===== src/rtl/i2c_bit_sequencer_if.sv =====
// ============================================================================
// Module   : i2c_bit_sequencer_if
// Purpose  : SCL/START/STOP event inputs and per-byte strobes of the sequencer.
// Revision : 1.0 - initial release
// ============================================================================
`default_nettype none

interface i2c_bit_sequencer_if;
   logic       scl_rise;
   logic       scl_fall;
   logic       start;
   logic       stop;
   logic       rx_shift;
   logic       tx_shift;
   logic       byte_received;
   logic       ack_prep;
   logic       ack_check;
   logic       ack_done;
   logic [3:0] bit_count;
   logic       active;

   modport master (
      output scl_rise, scl_fall, start, stop,
      input  rx_shift, tx_shift, byte_received, ack_prep, ack_check, ack_done,
      input  bit_count, active
   );

   modport slave (
      input  scl_rise, scl_fall, start, stop,
      output rx_shift, tx_shift, byte_received, ack_prep, ack_check, ack_done,
      output bit_count, active
   );
endinterface

`default_nettype wire


===== src/rtl/i2c_bit_sequencer.sv =====
// ============================================================================
// Module   : i2c_bit_sequencer
// Purpose  : Counts SCL edges after START and emits per-byte shift/ACK strobes.
// Revision : 1.0 - initial release
// ============================================================================
`default_nettype none

module i2c_bit_sequencer #(
   parameter int BITS = 8
) (
   input  wire                   clk,
   input  wire                   rst,
   i2c_bit_sequencer_if.slave    bus_io
);

   localparam logic [2:0] S_IDLE     = 3'd0;
   localparam logic [2:0] S_DATA     = 3'd1;
   localparam logic [2:0] S_ACK_FALL = 3'd2;
   localparam logic [2:0] S_ACK_RISE = 3'd3;
   localparam logic [2:0] S_ACK_END  = 3'd4;

   localparam logic [3:0] C_BITS = 4'(BITS);

   logic [2:0] state_q, state_d;
   logic [3:0] count_q, count_d;
   logic       active_q, active_d;
   logic       rx_shift_q, rx_shift_d;
   logic       tx_shift_q, tx_shift_d;
   logic       byte_rx_q, byte_rx_d;
   logic       ack_prep_q, ack_prep_d;
   logic       ack_check_q, ack_check_d;
   logic       ack_done_q, ack_done_d;

   logic       rise_only;
   logic       fall_only;
   logic [3:0] count_inc;

   // A rise and fall in the same cycle cancel each other out.
   assign rise_only = bus_io.scl_rise & ~bus_io.scl_fall;
   assign fall_only = bus_io.scl_fall & ~bus_io.scl_rise;
   assign count_inc = count_q + 4'd1;

   always_comb begin
      state_d     = state_q;
      count_d     = count_q;
      rx_shift_d  = 1'b0;
      tx_shift_d  = 1'b0;
      byte_rx_d   = 1'b0;
      ack_prep_d  = 1'b0;
      ack_check_d = 1'b0;
      ack_done_d  = 1'b0;

      if (bus_io.stop) begin
         state_d = S_IDLE;
         count_d = 4'd0;
      end else if (bus_io.start) begin
         state_d = S_DATA;
         count_d = 4'd0;
      end else begin
         case (state_q)
            S_DATA: begin
               if (rise_only) begin
                  count_d    = count_inc;
                  rx_shift_d = 1'b1;
                  if (count_inc == C_BITS) begin
                     byte_rx_d = 1'b1;
                     state_d   = S_ACK_FALL;
                  end
               end else if (fall_only && count_q != 4'd0) begin
                  tx_shift_d = 1'b1;
               end
            end
            S_ACK_FALL: begin
               if (fall_only) begin
                  ack_prep_d = 1'b1;
                  state_d    = S_ACK_RISE;
               end
            end
            S_ACK_RISE: begin
               if (rise_only) begin
                  ack_check_d = 1'b1;
                  state_d     = S_ACK_END;
               end
            end
            S_ACK_END: begin
               if (fall_only) begin
                  ack_done_d = 1'b1;
                  count_d    = 4'd0;
                  state_d    = S_DATA;
               end
            end
            default: begin
               state_d = S_IDLE;
               count_d = 4'd0;
            end
         endcase
      end

      active_d = (state_d != S_IDLE);
   end

   always_ff @(posedge clk) begin
      if (rst) begin
         state_q     <= S_IDLE;
         count_q     <= 4'd0;
         active_q    <= 1'b0;
         rx_shift_q  <= 1'b0;
         tx_shift_q  <= 1'b0;
         byte_rx_q   <= 1'b0;
         ack_prep_q  <= 1'b0;
         ack_check_q <= 1'b0;
         ack_done_q  <= 1'b0;
      end else begin
         state_q     <= state_d;
         count_q     <= count_d;
         active_q    <= active_d;
         rx_shift_q  <= rx_shift_d;
         tx_shift_q  <= tx_shift_d;
         byte_rx_q   <= byte_rx_d;
         ack_prep_q  <= ack_prep_d;
         ack_check_q <= ack_check_d;
         ack_done_q  <= ack_done_d;
      end
   end

   assign bus_io.rx_shift      = rx_shift_q;
   assign bus_io.tx_shift      = tx_shift_q;
   assign bus_io.byte_received = byte_rx_q;
   assign bus_io.ack_prep      = ack_prep_q;
   assign bus_io.ack_check     = ack_check_q;
   assign bus_io.ack_done      = ack_done_q;
   assign bus_io.bit_count     = count_q;
   assign bus_io.active        = active_q;

endmodule

`default_nettype wire


===== src/flat_wrapper.sv =====
// flat-port wrapper written by rule: the top's interface ports become plain ports
module i2c_bit_sequencer_flat 
#(
   parameter int BITS = 8
)
  (clk, rst, bus_io_scl_rise, bus_io_scl_fall, bus_io_start, bus_io_stop, bus_io_rx_shift, bus_io_tx_shift, bus_io_byte_received, bus_io_ack_prep, bus_io_ack_check, bus_io_ack_done, bus_io_bit_count, bus_io_active);
  i2c_bit_sequencer_if bus_io_i ();
  input  wire clk;
  input  wire rst;
  input wire logic [$bits(bus_io_i.scl_rise)-1:0] bus_io_scl_rise;
  input wire logic [$bits(bus_io_i.scl_fall)-1:0] bus_io_scl_fall;
  input wire logic [$bits(bus_io_i.start)-1:0] bus_io_start;
  input wire logic [$bits(bus_io_i.stop)-1:0] bus_io_stop;
  output wire logic [$bits(bus_io_i.rx_shift)-1:0] bus_io_rx_shift;
  output wire logic [$bits(bus_io_i.tx_shift)-1:0] bus_io_tx_shift;
  output wire logic [$bits(bus_io_i.byte_received)-1:0] bus_io_byte_received;
  output wire logic [$bits(bus_io_i.ack_prep)-1:0] bus_io_ack_prep;
  output wire logic [$bits(bus_io_i.ack_check)-1:0] bus_io_ack_check;
  output wire logic [$bits(bus_io_i.ack_done)-1:0] bus_io_ack_done;
  output wire logic [$bits(bus_io_i.bit_count)-1:0] bus_io_bit_count;
  output wire logic [$bits(bus_io_i.active)-1:0] bus_io_active;
  assign bus_io_i.scl_rise = bus_io_scl_rise;
  assign bus_io_i.scl_fall = bus_io_scl_fall;
  assign bus_io_i.start = bus_io_start;
  assign bus_io_i.stop = bus_io_stop;
  assign bus_io_rx_shift = bus_io_i.rx_shift;
  assign bus_io_tx_shift = bus_io_i.tx_shift;
  assign bus_io_byte_received = bus_io_i.byte_received;
  assign bus_io_ack_prep = bus_io_i.ack_prep;
  assign bus_io_ack_check = bus_io_i.ack_check;
  assign bus_io_ack_done = bus_io_i.ack_done;
  assign bus_io_bit_count = bus_io_i.bit_count;
  assign bus_io_active = bus_io_i.active;
  i2c_bit_sequencer #(.BITS(BITS)) u_core (.clk(clk), .rst(rst), .bus_io(bus_io_i));
endmodule

===== config.mk =====
export PLATFORM = sky130hd
export DESIGN_NAME = i2c_bit_sequencer_flat
export DESIGN_NICKNAME = d
export VERILOG_FILES = /design/src/rtl/i2c_bit_sequencer_if.sv /design/src/rtl/i2c_bit_sequencer.sv /design/src/flat_wrapper.sv
export SDC_FILE = /design/constraint.sdc
export NUM_CORES = 1
export LEC_CHECK = 0
export CORE_MARGIN = 2
export CORE_UTILIZATION = 45
export DETAILED_ROUTE_END_ITERATION = 8
export HOLD_SLACK_MARGIN = 0.1
export PLACE_DENSITY = 0.75
export SLEW_MARGIN = 15
export SYNTH_ARGS = -nofsm -noshare
export SYNTH_HDL_FRONTEND = slang
export SYNTH_SLANG_ARGS = --single-unit

===== constraint.sdc =====
create_clock -name clk -period 1.5 [get_ports clk]
set_input_delay 0.3 -clock clk [delete_from_list [all_inputs] [get_ports clk]]
set_output_delay 0.3 -clock clk [all_outputs]
set_load 0.005 [all_outputs]

==> results of run 1 <==
[worst min path at each step]
stage,startpoint,end,slack (ps),depth (start not counted)
after global routing,u_core.state_q[0]$_SDFF_PP0_,u_core.bus_io.ack_prep$_SDFF_PP0_,560,1
after CTS,u_core.bus_io.bit_count[3]$_SDFFE_PP0P_,u_core.bus_io.bit_count[3]$_SDFFE_PP0P_,510,2
after global placement,u_core.bus_io.bit_count[3]$_SDFFE_PP0P_,u_core.bus_io.bit_count[3]$_SDFFE_PP0P_,530,2
final,u_core.bus_io.bit_count[3]$_SDFFE_PP0P_,u_core.bus_io.bit_count[3]$_SDFFE_PP0P_,540,2
after floorplan,bus_io_stop,u_core.state_q[0]$_SDFF_PP0_,370,1
after detailed placement,u_core.bus_io.bit_count[3]$_SDFFE_PP0P_,u_core.bus_io.bit_count[3]$_SDFFE_PP0P_,520,2
[sequential cells by signal, indices dropped and copies added (netlist names)]
| name | cells |
|---|---|
| u_core.bus_io.ack_prep | 1 |
| u_core.bus_io.ack_check | 1 |
| u_core.bus_io.byte_received | 1 |
| u_core.bus_io.bit_count | 4 |
| u_core.bus_io.tx_shift | 1 |
| u_core.bus_io.rx_shift | 1 |
| u_core.state_q | 3 |
| u_core.bus_io.active | 1 |
| u_core.bus_io.ack_done | 1 |
[Yosys cell counts (2+ instances only)]
| library cell | number | area, sq um |
|---|---|---|
| nand3_1 | 2 | 10.0 |
| nand2_1 | 8 | 30.0 |
| a21oi_1 | 5 | 25.0 |
| nand2b_1 | 2 | 12.5 |
| nor2_1 | 11 | 41.3 |
| and2_1 | 2 | 12.5 |
| dfxtp_1 | 14 | 280 |
| or3_1 | 2 | 12.5 |
| nor3_1 | 2 | 10.0 |
| inv_1 | 2 | 7.51 |
| o21ai_0 | 3 | 15.0 |
| ha_1 | 2 | 25.0 |
[logic make-up after synthesis]
family,count (synthesis)
multiplexers,1
flip-flops,14
AND/OR/NAND/NOR,36
adder cells (fa/ha/maj),2
AO/OA/AOI/OAI,16
buffers and inverters,4
[layout make-up]
class,instances,area (sq um)
multi-input combinational,55,382
inverter,2,7.51
sequential,14,294
tap,15,18.8
timing repair buffer,27,248
fill,106,348
clock buffer,4,36.3
[repair_timing]
| action | CTS | global route |
|---|---|---|
| endpoints found under the hold margin | 0 | 0 |
| endpoints found under the setup margin | 4 | 6 |
| resized for setup | 4 | 15 |
| buffers inserted | 0 | 1 |
| pin swaps | 0 | 0 |
[layer usage]
layer / up-vias / global-route usage / share of wire
li1: 312 / - / -
met1: 304 / 0.263 / 0.48
met2: 15 / 0.238 / 0.49
met3: 0 / 0.0388 / 0.031
met4: 0 / 0.0375 / 0
met5: - / 0 / 0
[power by group through the flow]
stage          sequential, mW  clock [mW]  combinational, mW
2_1_floorplan           0.384           0             0.0308
3_3_place_gp            0.386           0             0.0604
3_5_place_dp            0.386           0             0.0608
4_1_cts                 0.377       0.274             0.0612
5_1_grt                 0.373       0.293             0.0718
6_report                0.373       0.265             0.0661
[metrics by stage]
| step | setup slack [ps] | instance area [sq um] | std cells |
|---|---|---|---|
| finish | 29.1 | 986 | 117 |
| global route | 2.79 | 986 | 117 |
| CTS | 18.0 | 928 | 116 |
| detailed placement | -268 | 887 | 112 |
| global placement | -256 | 887 | 112 |
| floorplan | 153 | 652 | 73 |
==> results.yml, run 1 <==
route:
  drt-vias-per-instance: 5.39
  drtPass1Iterations: 4
  postRouteAntennaNets: 0
  wl_um: 1490
  wl_per_cell_um: 12.7
  drc: 0
  drt_first_iter_violations: 12
  num_vias: 631
pwr:
  power.share.sequential: 0.530
  total_power_mw: 0.703
  p_sw_mw: 0.149
  peakVddDrop_v: 0.000606
  clkPwrFrac: 0.376
  switching_share: 0.212
  powerDensity_mw_per_mm2: 713
  p_leak_nw: 0.377
  internal-power_mw: 0.554
  p_comb_frac: 0.094
status:
  status: "complete, no violations"
critical_path:
  max_stage_delay_ps: 510
  reg2reg_to: "u_core.bus_io.bit_count[3]$_SDFFE_PP0P_"
  cpMaxStageDelayCell: "clkdlybuf4s50_1"
  reg2regPathDepth: 4
  start_kind: "flop"
  endpoint_kind: "output port"
  critPathLaunch: "u_core.bus_io.bit_count[2]$_SDFFE_PP0P_"
  crit_buf_inv: 1
  critical_path_class: "reg -> out"
  critPathRequiredTime_ps: 1200
  crit_fanout: 6
  crit_family: "buffers and inverters"
  r2r_start: "u_core.state_q[0]$_SDFF_PP0_"
  crit_end: "bus_io_bit_count[2]"
  arrival_ps: 1170
  cp.depth: 1
  r2r_slack_ps: 110
  crit_chain: "clkdlybuf4s50_1"
finish:
  synthToLayoutAreaGrowth_pct: 51.2
  utilization: 0.739
  n_antenna_cell: 0
  final_common_cell: "clkdlybuf4s50_1"
  nets: 111
  final_cell_mix: "14 x clkdlybuf4s50_1, 11 x nor2_1, 11 x buf_4"
  drive_gt1_frac: 0.304
clock_tree:
  cts_tree: "done"
  hold_buffers: 0
  cts_max_level: 1
  cts_buffers: 3
  clk_latency_ps: 270
  clk_path_buf_depth: 2
  cts_root_buffer: "clkbuf_4"
  clk_pin_slew_worst_paths_ps: 80
  cts_sinks: 14
die:
  die_w_um: 42.1
  dieArea_sq_mm: 0.00177
  coreArea_sq_mm: 0.00133
  core.rowCount: 13
  start_util: 0.489
  die_h_um: 42.1
  io_pins: 17
sta:
  relSlewSlack: 0.772
  rsz0062_at_grt: "false"
  fin_crit_sh: 0.981
  setup_violations: 0
  hold_viol_final: 0
  finalMaxSlewViolations: 0
  min_period_ps: 1470
  fmax_mhz: 680
  tns_ps: 0
  worst_pin_slew_ps: 339
  clock_skew_ps: 2.49
  fin_hold_ws_ps: 535
synthesis:
  synth-seq-area-share: 0.430
  ys_ff_latch: 14
  synthAdderAreaFrac: 0.0384
  syn_nets: 81
  yosys_most_used_dff: "dfxtp_1"
  yosysWarnings: 0
  synth_top_family_by_area: "simple AND/OR/NAND/NOR gates"
  synth.avg_cell_area_sq_um: 8.93
  async_reset_ff_frac: 0
  netlist_area_sq_um: 652
  synth-simple-area-share: 0.299
  synthCells: 73
  synth_edf_count: 0
  muxShareOfSynthArea: 0.0173
  synth_xor_area_frac: 0
  yosysUniqueCellTypes: 30
  synth_compound_area_frac: 0.175
grt:
  grt_max_degree: 9
  grt_pass1_vias: 496
  grt-ovfl-total: 0
  track_usage: 0.170
  grt_pass1_wl_um: 2330
  antenna_found_initial: 0
placed_design:
  portBuffers: 16
  place_hpwl_um: 1040
  place_congestion: 0.879
flow_run:
  timing.max_cap.violations: 0
hold_path:
  min_path_type: "reg -> reg"
(Power assumes the default switching activity.)
==> inputs of run 2 (changes only) <==
==> constraint.sdc (replaced) <==
create_clock -name clk -period 1.5 [get_ports clk]
set_input_delay 0.225 -clock clk [delete_from_list [all_inputs] [get_ports clk]]
set_output_delay 0.225 -clock clk [all_outputs]
set_load 0.005 [all_outputs]
==> run 2 against run 1 <==
Net effect:
- design area is 5.1% lower
- global-route usage rose by 0.13 points
- critical path type unchanged
- fmax rose by 1.3%
- utilization shrank 3.8 points
- worst hold slack improved by 5.7 ps
- sequential power barely moved
- count of clock-buffer cells in the layout unchanged
- sequential cell count unchanged
- routed wire length fell by 5.8%
- setup slack gained 19 ps
==> results.yml, run 2 (synthesis gave the netlist of run 1 again) <==
placed_design:
  dpl.cell_count: 113
  place_congestion: 0.894
  place_hpwl_um: 1090
  placed_area_sq_um: 895
  portBuffers: 16
sta:
  worst_pin_slew_ps: 335
  fmax_mhz: 689
  hold_viol_final: 0
  setup_violations: 0
  rsz0062_at_grt: "false"
  clock_skew_ps: 0.768
  relSlewSlack: 0.775
  min_period_ps: 1450
  finalMaxSlewViolations: 0
  fin_crit_sh: 0.968
critical_path:
  crit_fanout: 4
  arrival_ps: 1230
  crit_family: "buffers and inverters"
  cpMaxStageDelayCell: "clkdlybuf4s50_1"
  crit_buf_inv: 2
  max_stage_delay_ps: 490
  critPathRequiredTime_ps: 1270
  endpoint_kind: "output port"
  critical_path_class: "reg -> out"
  crit_chain: "buf_4 -> clkdlybuf4s50_1"
  start_kind: "flop"
die:
  core.rowCount: 13
  die_w_um: 42.1
  io_pins: 17
  die_h_um: 42.1
  coreArea_sq_mm: 0.00133
  dieArea_sq_mm: 0.00177
  start_util: 0.489
grt:
  grt-ovfl-total: 0
  antenna_found_initial: 0
  grt_pass1_vias: 530
  track_usage: 0.171
  grt_max_degree: 9
  grt_pass1_wl_um: 2270
clock_tree:
  cts_setup_buffers: 0
  cts_tree: "done"
  cts_sinks: 14
  clk_pin_slew_worst_paths_ps: 80
  cts_buffers: 3
  clk_path_buf_depth: 2
  clk_latency_ps: 280
  cts_max_level: 1
  cts_root_buffer: "clkbuf_4"
finish:
  drive_gt1_frac: 0.235
  largest_register_ff_count: 4
  n_antenna_cell: 0
  final_cell_mix: "16 x clkdlybuf4s50_1, 11 x nor2_1, 11 x buf_4"
  finalNonFillerCells: 117
  final_common_cell: "clkdlybuf4s50_1"
  fin_area_sq_um: 936
  nets: 111
  utilization: 0.702
  synthToLayoutAreaGrowth_pct: 43.6
route:
  drt_first_iter_violations: 4
  drc: 0
  num_vias: 617
  drt-vias-per-instance: 5.27
  drtPass1Iterations: 4
  wl_um: 1400
  postRouteAntennaNets: 0
  wl_per_cell_um: 12.0
hold_path:
  min_path_type: "reg -> reg"
flow_run:
  timing.max_cap.violations: 0
pwr:
  powerDensity_mw_per_mm2: 757
  peakVddDrop_v: 0.000456
  p_leak_nw: 0.348
status:
  status: "complete, no violations"
-- run 2: cell count changes in the layout (fill, tap and decap cells not counted), sizes merged --
cell and delta:
clkdlybuf4s50 +2, dlymetal6s2s -2
-- run 2: per-layer routing --
metal,track usage,vias to the layer above,share of wire
li1,-,318,-
met1,0.200,285,0.45
met3,0.0647,2,0.044
met2,0.288,12,0.49
met5,0,-,0
met4,0.0563,0,0.011
-- run 2: worst paths after layout --
kind,startpoint,end,slack [ps],depth (start not counted)
min,u_core.bus_io.bit_count[2]$_SDFFE_PP0P_,u_core.bus_io.bit_count[2]$_SDFFE_PP0P_,540,2
max,u_core.bus_io.bit_count[3]$_SDFFE_PP0P_,bus_io_bit_count[3],50,2
max reg2reg,u_core.bus_io.bit_count[0]$_SDFFE_PP0P_,u_core.bus_io.active$_SDFF_PP0_,110,5
min reg2reg,u_core.bus_io.bit_count[2]$_SDFFE_PP0P_,u_core.bus_io.bit_count[2]$_SDFFE_PP0P_,540,2
-- run 2: report_power, final --
part           total [mW]  internal [mW]  switching, mW
logic              0.0649         0.0373         0.0276
clock network       0.268          0.148          0.120
registers           0.376          0.374        0.00202
total               0.709          0.559          0.150
-- run 2: area by class of cell --
class	count	area (sq um)
inverters	2	7.51
flip-flops and latches	14	285
multi-input cells	55	345
clock buffers	4	36.3
fillers	111	398
well taps	15	18.8
repair buffers	27	243
-- run 2: timing repair --
item | 4_1_cts | 5_1_grt
hold buffers | 0 | 0
resized for setup | 1 | 3
endpoints found under the setup margin | 1 | 4
-- run 2: stage by stage --
step / setup TNS (ps) / setup WS (ps) / power (mW) / hold slack [ps]
2_1_floorplan: 0 / 153 / 0.415 / 299
3_3_place_gp: -665 / -180 / 0.448 / 554
3_5_place_dp: -830 / -214 / 0.449 / 560
4_1_cts: 0 / 17.6 / 0.716 / 571
5_1_grt: 0 / 2.74 / 0.734 / 562
6_report: 0 / 48.3 / 0.709 / 541
-- run 2: worst min-delay path, cell delays in order (launching register included) --
cell     delay [ps]
dfxtp_2         350
o21ai_0          90
a21oi_1          70
==> variant: new RTL, settings of run 2 <==
`BITS` is set to 8 in 2 places; all go to 7.
--- a/src/rtl/i2c_bit_sequencer.sv
+++ b/src/rtl/i2c_bit_sequencer.sv
@@ -6,7 +6,7 @@
 `default_nettype none
 
 module i2c_bit_sequencer #(
-   parameter int BITS = 8
+   parameter int BITS = 7
 ) (
    input  wire                   clk,
    input  wire                   rst,
--- a/src/flat_wrapper.sv
+++ b/src/flat_wrapper.sv
@@ -1,7 +1,7 @@
 // flat-port wrapper written by rule: the top's interface ports become plain ports
 module i2c_bit_sequencer_flat 
 #(
-   parameter int BITS = 8
+   parameter int BITS = 7
 )
   (clk, rst, bus_io_scl_rise, bus_io_scl_fall, bus_io_start, bus_io_stop, bus_io_rx_shift, bus_io_tx_shift, bus_io_byte_received, bus_io_ack_prep, bus_io_ack_check, bus_io_ack_done, bus_io_bit_count, bus_io_active);
   i2c_bit_sequencer_if bus_io_i ();
Check against the original RTL: not equivalent (Yosys sat finds a counterexample within 10 cycles, from zero or initial values and one cycle with rst high).
==> variant against run 2 <==
  * The flow now finishes with violations (negative setup slack)
  * Area after synthesis grew 12%
  * Setup slack worse by 0.092 ns
  * Sequential share of layout area is 5.2 points lower
  * Sequential power is essentially flat
  * Wire length increased by 42%
  * Final cell count increased by 6.8%
  * Clock power grew 4%
  * First-iteration DRC count increased by 130%
  * Total power rose by 3.2%
  * Cell area is 22% higher
  * Count of clock-buffer cells in the layout unchanged
  * Sequential cell count unchanged
  * Critical path type is now reg2reg
==> variant: results (changes against run 2) <==
Critical-path top delay cell dfxtp_4; Slew @ Worst Pin 0.301 ns (-0.0340 ns); Worst EP arrival 1.73 ns (+0.50 ns); final worst slack -0.0436 ns (-0.0919 ns); Finish-stage setup viols 2 (+2); first-pass GRT wire length 2750 um (+21%); hold path depth 1 (-1); P_leak 0.000491 uW (+41%); core area 1510 um2 (+13%); crit-path max FO 6 (+2); htree depth 1 (unchanged); switching share of total power 23.1% (+2.0 points); Hold Path End u_core.state_q[1]; met1 GRT Util 24.2% (+4.2 points); run status finished, violations left; layout cell share with drive strength beyond 1 39.4% (+16 points); Via density 5.43 (+3.0%); Adder-Cell Fraction of Synth Area 5.14% (+1.3 points); DRT Wirelength 1990 um (+42%); Multi-input gate area 508 um2 (+47%); routing usage on met3 4.90% (-1.6 points); failing checks negative setup slack; worst vdd ir 0.000407 V (-11%); FILL cells 108 (-2.7%); met3 routed WL 88 um (+42%); met2 Usage GRT 33.5% (+4.8 points); top post-synthesis cells by count dfxtp_1 (14), nor2_1 (6), a21oi_1 (4), nand2_1 (4), nor2b_1 (4); # Post-CTS Setup Buffers 1 (+1); complex-gate fraction of the synthesized area 19.5% (+2.1 points); Post-Layout Cell Count 125 (+6.8%); routability congestion estimate 0.791 (-11%); HP Start u_core.state_q[2]; Metal-1 WL 892 um (+41%); clock share of power 38.3% (+0.5 points); register area 288 um2 (+0.88%); Starting DRT DRC Count 9 (+5); Setup TNS Final -0.0749 ns (-0.0749 ns); post-synthesis sequential area ratio 38.4% (-4.6 points); Final Skew 0.00865 ns (+0.00788 ns); GRT Util Overall 19.8% (+2.7 points); post-synth cell types 36 (+20%); Critical path origin u_core.bus_io.bit_count[1]; Multi-In Gates 58 (+5.5%); met2 wire length 969 um (+40%); Reg2Reg Depth 7 (+2); HPWL Detailed 1270 um (+16%); Reg power frac 51.4% (-1.6 points); clk tree area frac 3.19% (-0.69 points); max incr delay on CP 0.37 ns (-0.12 ns); DP Cell Count 118 (+4.4%); post_cts resized 11 (+10); critical path's top delay family compound AO/OA/AOI/OAI gates; vias in the first global route 638 (+20%); Non-clock buffering overhead 24.5% (-1.4 points); syn avg cell area 9.74 um2 (+9.1%); Worst Setup EP u_core.bus_io.active
-- variant: cell types whose count changed after synthesis, moves of 2 or more --
cell and delta:
a21o_1 +3, nand2_1 -4, nand2b_4 +2, nor2_1 -5
nor2b_1 +3, nor3_2 +2, nor3b_2 +2, o21ai_0 -3
-- variant: through the flow --
| step | total power (uW) | area [um2] | setup WS (ns) | hold slack (ns) | utilization (%) |
|---|---|---|---|---|---|
| finish | 731 | 1140 | -0.0436 | 0.502 | 75.6 |
| global route | 753 | 1140 | -0.102 | 0.535 | 75.6 |
| CTS | 727 | 1090 | -0.0140 | 0.486 | 72.6 |
| detailed placement | 458 | 1000 | -0.297 | 0.472 | 66.4 |
| global placement | 457 | 1000 | -0.255 | 0.463 | 66.4 |
| floorplan | 418 | 734 | 0.0262 | 0.361 | - |
-- variant: worst reg2reg max path, cell delays in order, from the launching register on --
cell,delay [ns]
dfxtp_4,0.37
buf_6,0.13
ha_4,0.16
nor2b_4,0.13
a32oi_2,0.20
buf_4,0.16
nor3_2,0.04
a211o_1,0.26
